--- config.mk ---
export PLATFORM = sky130hd
export DESIGN_NAME = sram_controller_flat
export DESIGN_NICKNAME = d
export VERILOG_FILES = /design/src/rtl/sram_controller_if.sv /design/src/rtl/sram_controller.sv /design/src/flat_wrapper.sv
export SDC_FILE = /design/constraint.sdc
export NUM_CORES = 1
export LEC_CHECK = 0
export CAP_MARGIN = 20
export CELL_PAD_IN_SITES_DETAIL_PLACEMENT = 0
export CELL_PAD_IN_SITES_GLOBAL_PLACEMENT = 1
export CORE_AREA = 2 2 105 107
export CTS_CLUSTER_DIAMETER = 50
export DETAILED_ROUTE_END_ITERATION = 10
export DIE_AREA = 0 0 107 109
export HOLD_SLACK_MARGIN = 0.03
export PLACE_DENSITY = 0.81
export SETUP_SLACK_MARGIN = 0.15
export SLEW_MARGIN = 20
export SYNTH_ARGS = -nofsm -noshare
export SYNTH_HDL_FRONTEND = slang
export SYNTH_SLANG_ARGS = --single-unit
export TNS_END_PERCENT = 1
--- constraint.sdc ---
create_clock -name clk -period 3.4 [get_ports clk]
set_input_delay 0.34 -clock clk [delete_from_list [all_inputs] [get_ports clk]]
set_output_delay 0.34 -clock clk [all_outputs]
set_load 0.005 [all_outputs]
--- src/rtl/sram_controller_if.sv ---
// MEM-stage request/response and SRAM pin bundle for sram_controller.
// The slave modport is the controller; the master modport is the MEM stage and SRAM side.
interface sram_controller_if;
  logic        i_Sig_Memory_Read_Enable;
  logic        i_Sig_Memory_Write_Enable;
  logic [31:0] i_Address;
  logic [31:0] i_Write_Data;
  logic [31:0] o_Read_Data;
  logic        o_Ready;
  logic        o_Error;
  logic [17:0] o_SRAM_Address;
  logic [15:0] o_SRAM_Write_Data;
  logic        o_SRAM_Data_Drive;
  logic        o_SRAM_WE_N;
  logic [15:0] i_SRAM_Read_Data;

  modport slave (
    input  i_Sig_Memory_Read_Enable,
    input  i_Sig_Memory_Write_Enable,
    input  i_Address,
    input  i_Write_Data,
    output o_Read_Data,
    output o_Ready,
    output o_Error,
    output o_SRAM_Address,
    output o_SRAM_Write_Data,
    output o_SRAM_Data_Drive,
    output o_SRAM_WE_N,
    input  i_SRAM_Read_Data
  );

  modport master (
    output i_Sig_Memory_Read_Enable,
    output i_Sig_Memory_Write_Enable,
    output i_Address,
    output i_Write_Data,
    input  o_Read_Data,
    input  o_Ready,
    input  o_Error,
    input  o_SRAM_Address,
    input  o_SRAM_Write_Data,
    input  o_SRAM_Data_Drive,
    input  o_SRAM_WE_N,
    output i_SRAM_Read_Data
  );
endinterface

--- src/rtl/sram_controller.sv ---
// Splits 32-bit data-memory loads/stores into two held half-word accesses on a 16-bit async SRAM.
// Optional feature macro: SRAM_RANGE_CHECK_EN (out-of-window requests skip the SRAM and pulse o_Error).
module sram_controller #(
  parameter int unsigned WAIT_CYCLES = 5,
  parameter int unsigned ADDR_BASE   = 1024
) (
  input  logic               clk,
  input  logic               reset,
  sram_controller_if.slave   bus
);

  localparam int unsigned CNT_W  = 4;
  localparam int unsigned WORD_W = 17;
  localparam int unsigned ADDR_W = 18;
  localparam int unsigned HALF_W = 16;
  localparam int unsigned DATA_W = 32;
  localparam logic [CNT_W-1:0] CNT_LAST = CNT_W'(WAIT_CYCLES - 1);

  typedef enum logic [1:0] {
    S_IDLE,
    S_LOW,
    S_HIGH,
    S_DONE
  } state_t;

  state_t              r_state,      w_state_nxt;
  logic [CNT_W-1:0]    r_cnt,        w_cnt_nxt;
  logic [DATA_W-1:0]   r_read_data,  w_read_data_nxt;
  logic [ADDR_W-1:0]   r_sram_addr,  w_sram_addr_nxt;
  logic [HALF_W-1:0]   r_sram_wdata, w_sram_wdata_nxt;
  logic                r_sram_drive, w_sram_drive_nxt;
  logic                r_sram_we_n,  w_sram_we_n_nxt;

  logic                w_req;
  logic                w_is_write;
  logic                w_is_read;
  logic                w_last;
  logic                w_ready;
  logic                w_out_of_range;
  logic [WORD_W-1:0]   w_word;

  assign w_req      = bus.i_Sig_Memory_Read_Enable | bus.i_Sig_Memory_Write_Enable;
  assign w_is_write = bus.i_Sig_Memory_Write_Enable;
  assign w_is_read  = bus.i_Sig_Memory_Read_Enable & ~bus.i_Sig_Memory_Write_Enable;
  assign w_last     = (r_cnt == CNT_LAST);
  assign w_word     = WORD_W'((bus.i_Address - ADDR_BASE) >> 2);

`ifdef SRAM_RANGE_CHECK_EN
  logic r_error;
  logic w_error_nxt;

  // Window is [ADDR_BASE, ADDR_BASE + 512 KiB); compared in 33 bits so the top bound cannot wrap.
  assign w_out_of_range = (bus.i_Address < ADDR_BASE) ||
                          ({1'b0, bus.i_Address} >= (33'(ADDR_BASE) + 33'(1 << 19)));
  assign w_error_nxt    = (r_state == S_IDLE) && w_req && w_out_of_range;

  always_ff @(posedge clk) begin
    if (reset) r_error <= 1'b0;
    else       r_error <= w_error_nxt;
  end

  assign bus.o_Error = r_error;
`else
  assign w_out_of_range = 1'b0;
  assign bus.o_Error    = 1'b0;
`endif

  // Next-state, counter, read capture, and SRAM pin values for the coming cycle.
  always_comb begin
    w_state_nxt      = r_state;
    w_cnt_nxt        = r_cnt;
    w_read_data_nxt  = r_read_data;
    w_ready          = 1'b0;
    w_sram_we_n_nxt  = 1'b1;
    w_sram_drive_nxt = 1'b0;
    w_sram_wdata_nxt = '0;
    w_sram_addr_nxt  = '0;

    unique case (r_state)
      S_IDLE: begin
        w_ready   = ~w_req;
        w_cnt_nxt = '0;
        if (w_req) begin
          if (w_out_of_range) begin
            w_state_nxt = S_DONE;
            if (w_is_read) w_read_data_nxt = '0;
          end else begin
            w_state_nxt = S_LOW;
          end
        end
      end
      S_LOW: begin
        w_cnt_nxt = r_cnt + 4'd1;
        if (w_last) begin
          w_cnt_nxt   = '0;
          w_state_nxt = S_HIGH;
          if (w_is_read) w_read_data_nxt[15:0] = bus.i_SRAM_Read_Data;
        end
      end
      S_HIGH: begin
        w_cnt_nxt = r_cnt + 4'd1;
        if (w_last) begin
          w_cnt_nxt   = '0;
          w_state_nxt = S_DONE;
          if (w_is_read) w_read_data_nxt[31:16] = bus.i_SRAM_Read_Data;
        end
      end
      S_DONE: begin
        w_ready     = 1'b1;
        w_state_nxt = S_IDLE;
      end
      default: begin
        w_state_nxt = S_IDLE;
      end
    endcase

    // Pins are registered, so they are derived from the state being entered.
    if ((w_state_nxt == S_LOW) || (w_state_nxt == S_HIGH)) begin
      w_sram_addr_nxt = {w_word, (w_state_nxt == S_HIGH)};
      if (w_is_write) begin
        w_sram_we_n_nxt  = 1'b0;
        w_sram_drive_nxt = 1'b1;
        w_sram_wdata_nxt = (w_state_nxt == S_HIGH) ? bus.i_Write_Data[31:16]
                                                   : bus.i_Write_Data[15:0];
      end
    end
  end

  always_ff @(posedge clk) begin
    if (reset) begin
      r_state      <= S_IDLE;
      r_cnt        <= '0;
      r_read_data  <= '0;
      r_sram_addr  <= '0;
      r_sram_wdata <= '0;
      r_sram_drive <= 1'b0;
      r_sram_we_n  <= 1'b1;
    end else begin
      r_state      <= w_state_nxt;
      r_cnt        <= w_cnt_nxt;
      r_read_data  <= w_read_data_nxt;
      r_sram_addr  <= w_sram_addr_nxt;
      r_sram_wdata <= w_sram_wdata_nxt;
      r_sram_drive <= w_sram_drive_nxt;
      r_sram_we_n  <= w_sram_we_n_nxt;
    end
  end

  assign bus.o_Ready           = w_ready;
  assign bus.o_Read_Data       = r_read_data;
  assign bus.o_SRAM_Address    = r_sram_addr;
  assign bus.o_SRAM_Write_Data = r_sram_wdata;
  assign bus.o_SRAM_Data_Drive = r_sram_drive;
  assign bus.o_SRAM_WE_N       = r_sram_we_n;

endmodule
--- src/flat_wrapper.sv ---
// flat-port wrapper written by rule: the top's interface ports become plain ports
module sram_controller_flat 
#(
  parameter int unsigned WAIT_CYCLES = 5,
  parameter int unsigned ADDR_BASE   = 1024
)
  (clk, reset, bus_i_Sig_Memory_Read_Enable, bus_i_Sig_Memory_Write_Enable, bus_i_Address, bus_i_Write_Data, bus_o_Read_Data, bus_o_Ready, bus_o_Error, bus_o_SRAM_Address, bus_o_SRAM_Write_Data, bus_o_SRAM_Data_Drive, bus_o_SRAM_WE_N, bus_i_SRAM_Read_Data);
  sram_controller_if bus_i ();
  input  logic clk;
  input  logic reset;
  input wire logic [$bits(bus_i.i_Sig_Memory_Read_Enable)-1:0] bus_i_Sig_Memory_Read_Enable;
  input wire logic [$bits(bus_i.i_Sig_Memory_Write_Enable)-1:0] bus_i_Sig_Memory_Write_Enable;
  input wire logic [$bits(bus_i.i_Address)-1:0] bus_i_Address;
  input wire logic [$bits(bus_i.i_Write_Data)-1:0] bus_i_Write_Data;
  output wire logic [$bits(bus_i.o_Read_Data)-1:0] bus_o_Read_Data;
  output wire logic [$bits(bus_i.o_Ready)-1:0] bus_o_Ready;
  output wire logic [$bits(bus_i.o_Error)-1:0] bus_o_Error;
  output wire logic [$bits(bus_i.o_SRAM_Address)-1:0] bus_o_SRAM_Address;
  output wire logic [$bits(bus_i.o_SRAM_Write_Data)-1:0] bus_o_SRAM_Write_Data;
  output wire logic [$bits(bus_i.o_SRAM_Data_Drive)-1:0] bus_o_SRAM_Data_Drive;
  output wire logic [$bits(bus_i.o_SRAM_WE_N)-1:0] bus_o_SRAM_WE_N;
  input wire logic [$bits(bus_i.i_SRAM_Read_Data)-1:0] bus_i_SRAM_Read_Data;
  assign bus_i.i_Sig_Memory_Read_Enable = bus_i_Sig_Memory_Read_Enable;
  assign bus_i.i_Sig_Memory_Write_Enable = bus_i_Sig_Memory_Write_Enable;
  assign bus_i.i_Address = bus_i_Address;
  assign bus_i.i_Write_Data = bus_i_Write_Data;
  assign bus_o_Read_Data = bus_i.o_Read_Data;
  assign bus_o_Ready = bus_i.o_Ready;
  assign bus_o_Error = bus_i.o_Error;
  assign bus_o_SRAM_Address = bus_i.o_SRAM_Address;
  assign bus_o_SRAM_Write_Data = bus_i.o_SRAM_Write_Data;
  assign bus_o_SRAM_Data_Drive = bus_i.o_SRAM_Data_Drive;
  assign bus_o_SRAM_WE_N = bus_i.o_SRAM_WE_N;
  assign bus_i.i_SRAM_Read_Data = bus_i_SRAM_Read_Data;
  sram_controller #(.WAIT_CYCLES(WAIT_CYCLES), .ADDR_BASE(ADDR_BASE)) u_core (.clk(clk), .reset(reset), .bus(bus_i));
endmodule
==> flow_summary_export.csv <==
group,metric,value,unit
cts,tritoncts,"built",
sta,max_freq,0.375,GHz
sta,maxSlewViolCount,0,
cts,cts-resized-gates,0,
sta,post-route-period-util,0.784,
pwr,comb_power_share,0.120,
pwr,peakVddDrop,0.201,mV
floorplan,start_util,0.282,
cts,clkSlewWorstSetupHoldPaths,0.07,ns
pwr,p_int,1.51,mW
floorplan,boundaryPins,154,
setup_path,path_class,"flop to flop",
global_route,antenna_found_initial,0,
setup_path,path_delay_family,"simple AND/OR/NAND/NOR gates",
synth,synthCells,292,
final_layout,num_antenna_cells,0,
setup_path,worstPathArrival,2.93,ns
cts,cts.sinks,74,
synth,synth_seq_cells,74,
setup_path,crit_fanout,18,
placement,dp.cells,557,
synth,synth.yosys.seq_area_share,0.496,
drt,vias,2459,
synth,synthTopCellsByArea,"dfxtp_1 (50%), mux2i_1 (16%), nand2b_1 (10%)",
synth,synth_nets,386,
setup_path,cp-end-kind,"flop",
drt,totalWireLength,7470,µm
sta,maxSlewHeadroom,0.464,
placement,gp_congestion,0.748,
setup_path,required,3.67,ns
setup_path,path_buf_inv,1,
setup_path,startpoint,"u_core.r_state[1]",
sta,rsz0062_at_grt,"false",
sta,tightest_slew,0.802,ns
synth,syn_avg_cell_area,10.2,µm²
placement,io_buffers,137,
global_route,groute.usage.overall,0.130,
pwr,p_per_area,405,nW/µm²
synth,synth_top_area_frac,0.496,
run_status,status,"finished clean",
cts,cts_max_level,3,
setup_path,critPathMaxStageDelay,0.47,ns
global_route,grt_max_degree,32,
sta,skew,0.00958,ns
final_layout,layout-drive-gt1-share,0.0464,
final_layout,syn_to_final_growth,57.9,%
synth,async_flop_share,0,
pwr,p_leak,1.80,nW
global_route,grt_pass1_vias,2442,
cts,clockRootBuffer,"clkbuf_8",
synth,synth-edff-count,0,
placement,place_hpwl,5560,µm
synth,ys.flop_type,"dfxtp_1",
setup_path,critPathSlowestCell,"dfxtp_1",
sta,setup_viol,0,
cts,numCtsBuffers,9,
synth,yosysMostFrequentCell,"dfxtp_1",
synth,synth_largest_area_cell,"dfxtp_1",
drt,drtAntennaViolNets,0,
setup_path,path_cells,"inv_1 -> ha_1 -> and4b_1 -> a211oi_1 -> o2bb2ai_1 -> ha_1 -> nor2_1 -> nand2_1 -> nor2_1",
global_route,overflow,0,
cts,clockBufferDepth,2,
global_route,grt_first_pass_wirelength,11800,µm
synth,yosys-top-cells-count,"dfxtp_1 (74), mux2i_1 (48), nand2b_1 (48)",
drt,drt_iter0_drc,60,
floorplan,dieArea,11700,µm²
drt,via_per_inst,4.31,
drt,detail_route.wl_per_cell,13.1,µm
final_layout,final_cells,571,
final_layout,utilization,0.445,
cts,ctsHoldBuffers,0,
synth,synth_area,2990,µm²
cts,clock_latency,0.35,ns
sta,period_needed,2.66,ns
min_path,hold_start,"u_core.bus.o_Read_Data[8]",
setup_path,crit_path_start_kind,"flop",
pwr,power,1.91,mW
cts,post_cts_buffers,0,
pwr,p_sw,401,µW
drt,drtPass1Iterations,4,
job,max_cap_viol_count,0,
min_path,hold_class,"flop to flop",
pwr,swShare,0.210,
pwr,pwr-share-clk,0.407,
floorplan,die_x,107,µm
drt,drc,0,
floorplan,core_area,10600,µm²
sta,finalHoldViolCount,0,
floorplan,die_h,109,µm
sta,tns,0,ns
pwr,power_frac_seq,0.474,
floorplan,row_count,38,
final_layout,nets,522,
synth,netlist-cell-type-count,35,
synth,ys.warnings.count,0,
setup_path,r2r_start,"u_core.r_state[1]",
cell families (layout without fill, tap and decap cells):
logic type      Yosys count  in the layout  synth area share
compound gates           23             23            0.0490
xor+xnor                  1              1           0.00293
other cells               1              1           0.00126
flops                    74             74             0.496
fa+ha+maj                10             10            0.0419
simple gates            112            112             0.217
mux                      48             48             0.161
buf+inv                  23            162            0.0314
metal layers:
| metal | wire length (µm) | vias to the layer above | GRT usage |
|---|---|---|---|
| met2 | 3420 | 92 | 0.210 |
| li1 | - | 1249 | - |
| met5 | 0 | - | 0 |
| met3 | 698 | 11 | 0.0538 |
| met4 | 103 | 0 | 0.0557 |
| met1 | 3250 | 1107 | 0.152 |
final timing paths:
path,end,slack (ns),depth (start not counted)
min reg2reg,u_core.bus.o_Read_Data[8],0.47,2
min,u_core.bus.o_Read_Data[8],0.47,2
max,u_core.bus.o_SRAM_Write_Data[3],0.74,9
max reg2reg,u_core.bus.o_SRAM_Write_Data[3],0.74,9
state kept, by name (all words and copies together), names as in the netlist:
signal	flops
u_core.r_state	2
u_core.bus.o_SRAM_Address	18
u_core.bus.o_SRAM_Data_Drive	1
u_core.bus.o_SRAM_Write_Data	16
u_core.bus.o_SRAM_WE_N	1
u_core.bus.o_Read_Data	32
u_core.r_cnt	4
stage by stage:
step | setup slack [ns] | area [µm²] | hold slack, ns
floorplan | 0.980 | 2990 | 0.412
global placement | 0.744 | 4490 | 0.459
detailed placement | 0.642 | 4490 | 0.465
CTS | 0.674 | 4720 | 0.478
global route | 0.407 | 4720 | 0.495
finish | 0.735 | 4720 | 0.475
placed cells by master, fill, tap and decap left out, drive strengths merged, types with 2 or more instances in the layout:
master / n
or3: 2
a31oi: 2
clkdlybuf4s50: 137
ha: 10
or2: 2
nand2b: 48
or4: 3
nand2: 5
nand3b: 4
clkbuf: 12
dfxtp: 74
bufinv: 2
o21ai: 2
and3: 3
nand3: 4
o31ai: 5
mux2i: 48
buf: 3
inv: 8
nor2: 25
and2: 9
a21oi: 9
power by group through the flow:
stage / clock network [mW] / logic (mW) / registers (mW)
2_1_floorplan: 0 / 0.0730 / 0.927
3_3_place_gp: 0 / 0.230 / 0.924
3_5_place_dp: 0 / 0.231 / 0.925
4_1_cts: 0.805 / 0.232 / 0.905
5_1_grt: 0.841 / 0.250 / 0.907
6_report: 0.777 / 0.228 / 0.904
final cells by class:
type	instances	area, µm²
fill	1009	5890
sequential	74	1480
multi-input combinational	195	1410
timing repair buffer	140	1390
tap	140	175
clock buffer	12	165
clock inverter	2	60.1
inverter	8	30.0
tightest hold or removal path: cells and delay by family, from the launching register on:
family / cells / cell delay [ns]
muxes: 1 / 0.06
DFF: 1 / 0.31
and+or+nand+nor: 1 / 0.06
Power figures use the tool's default switching activity.
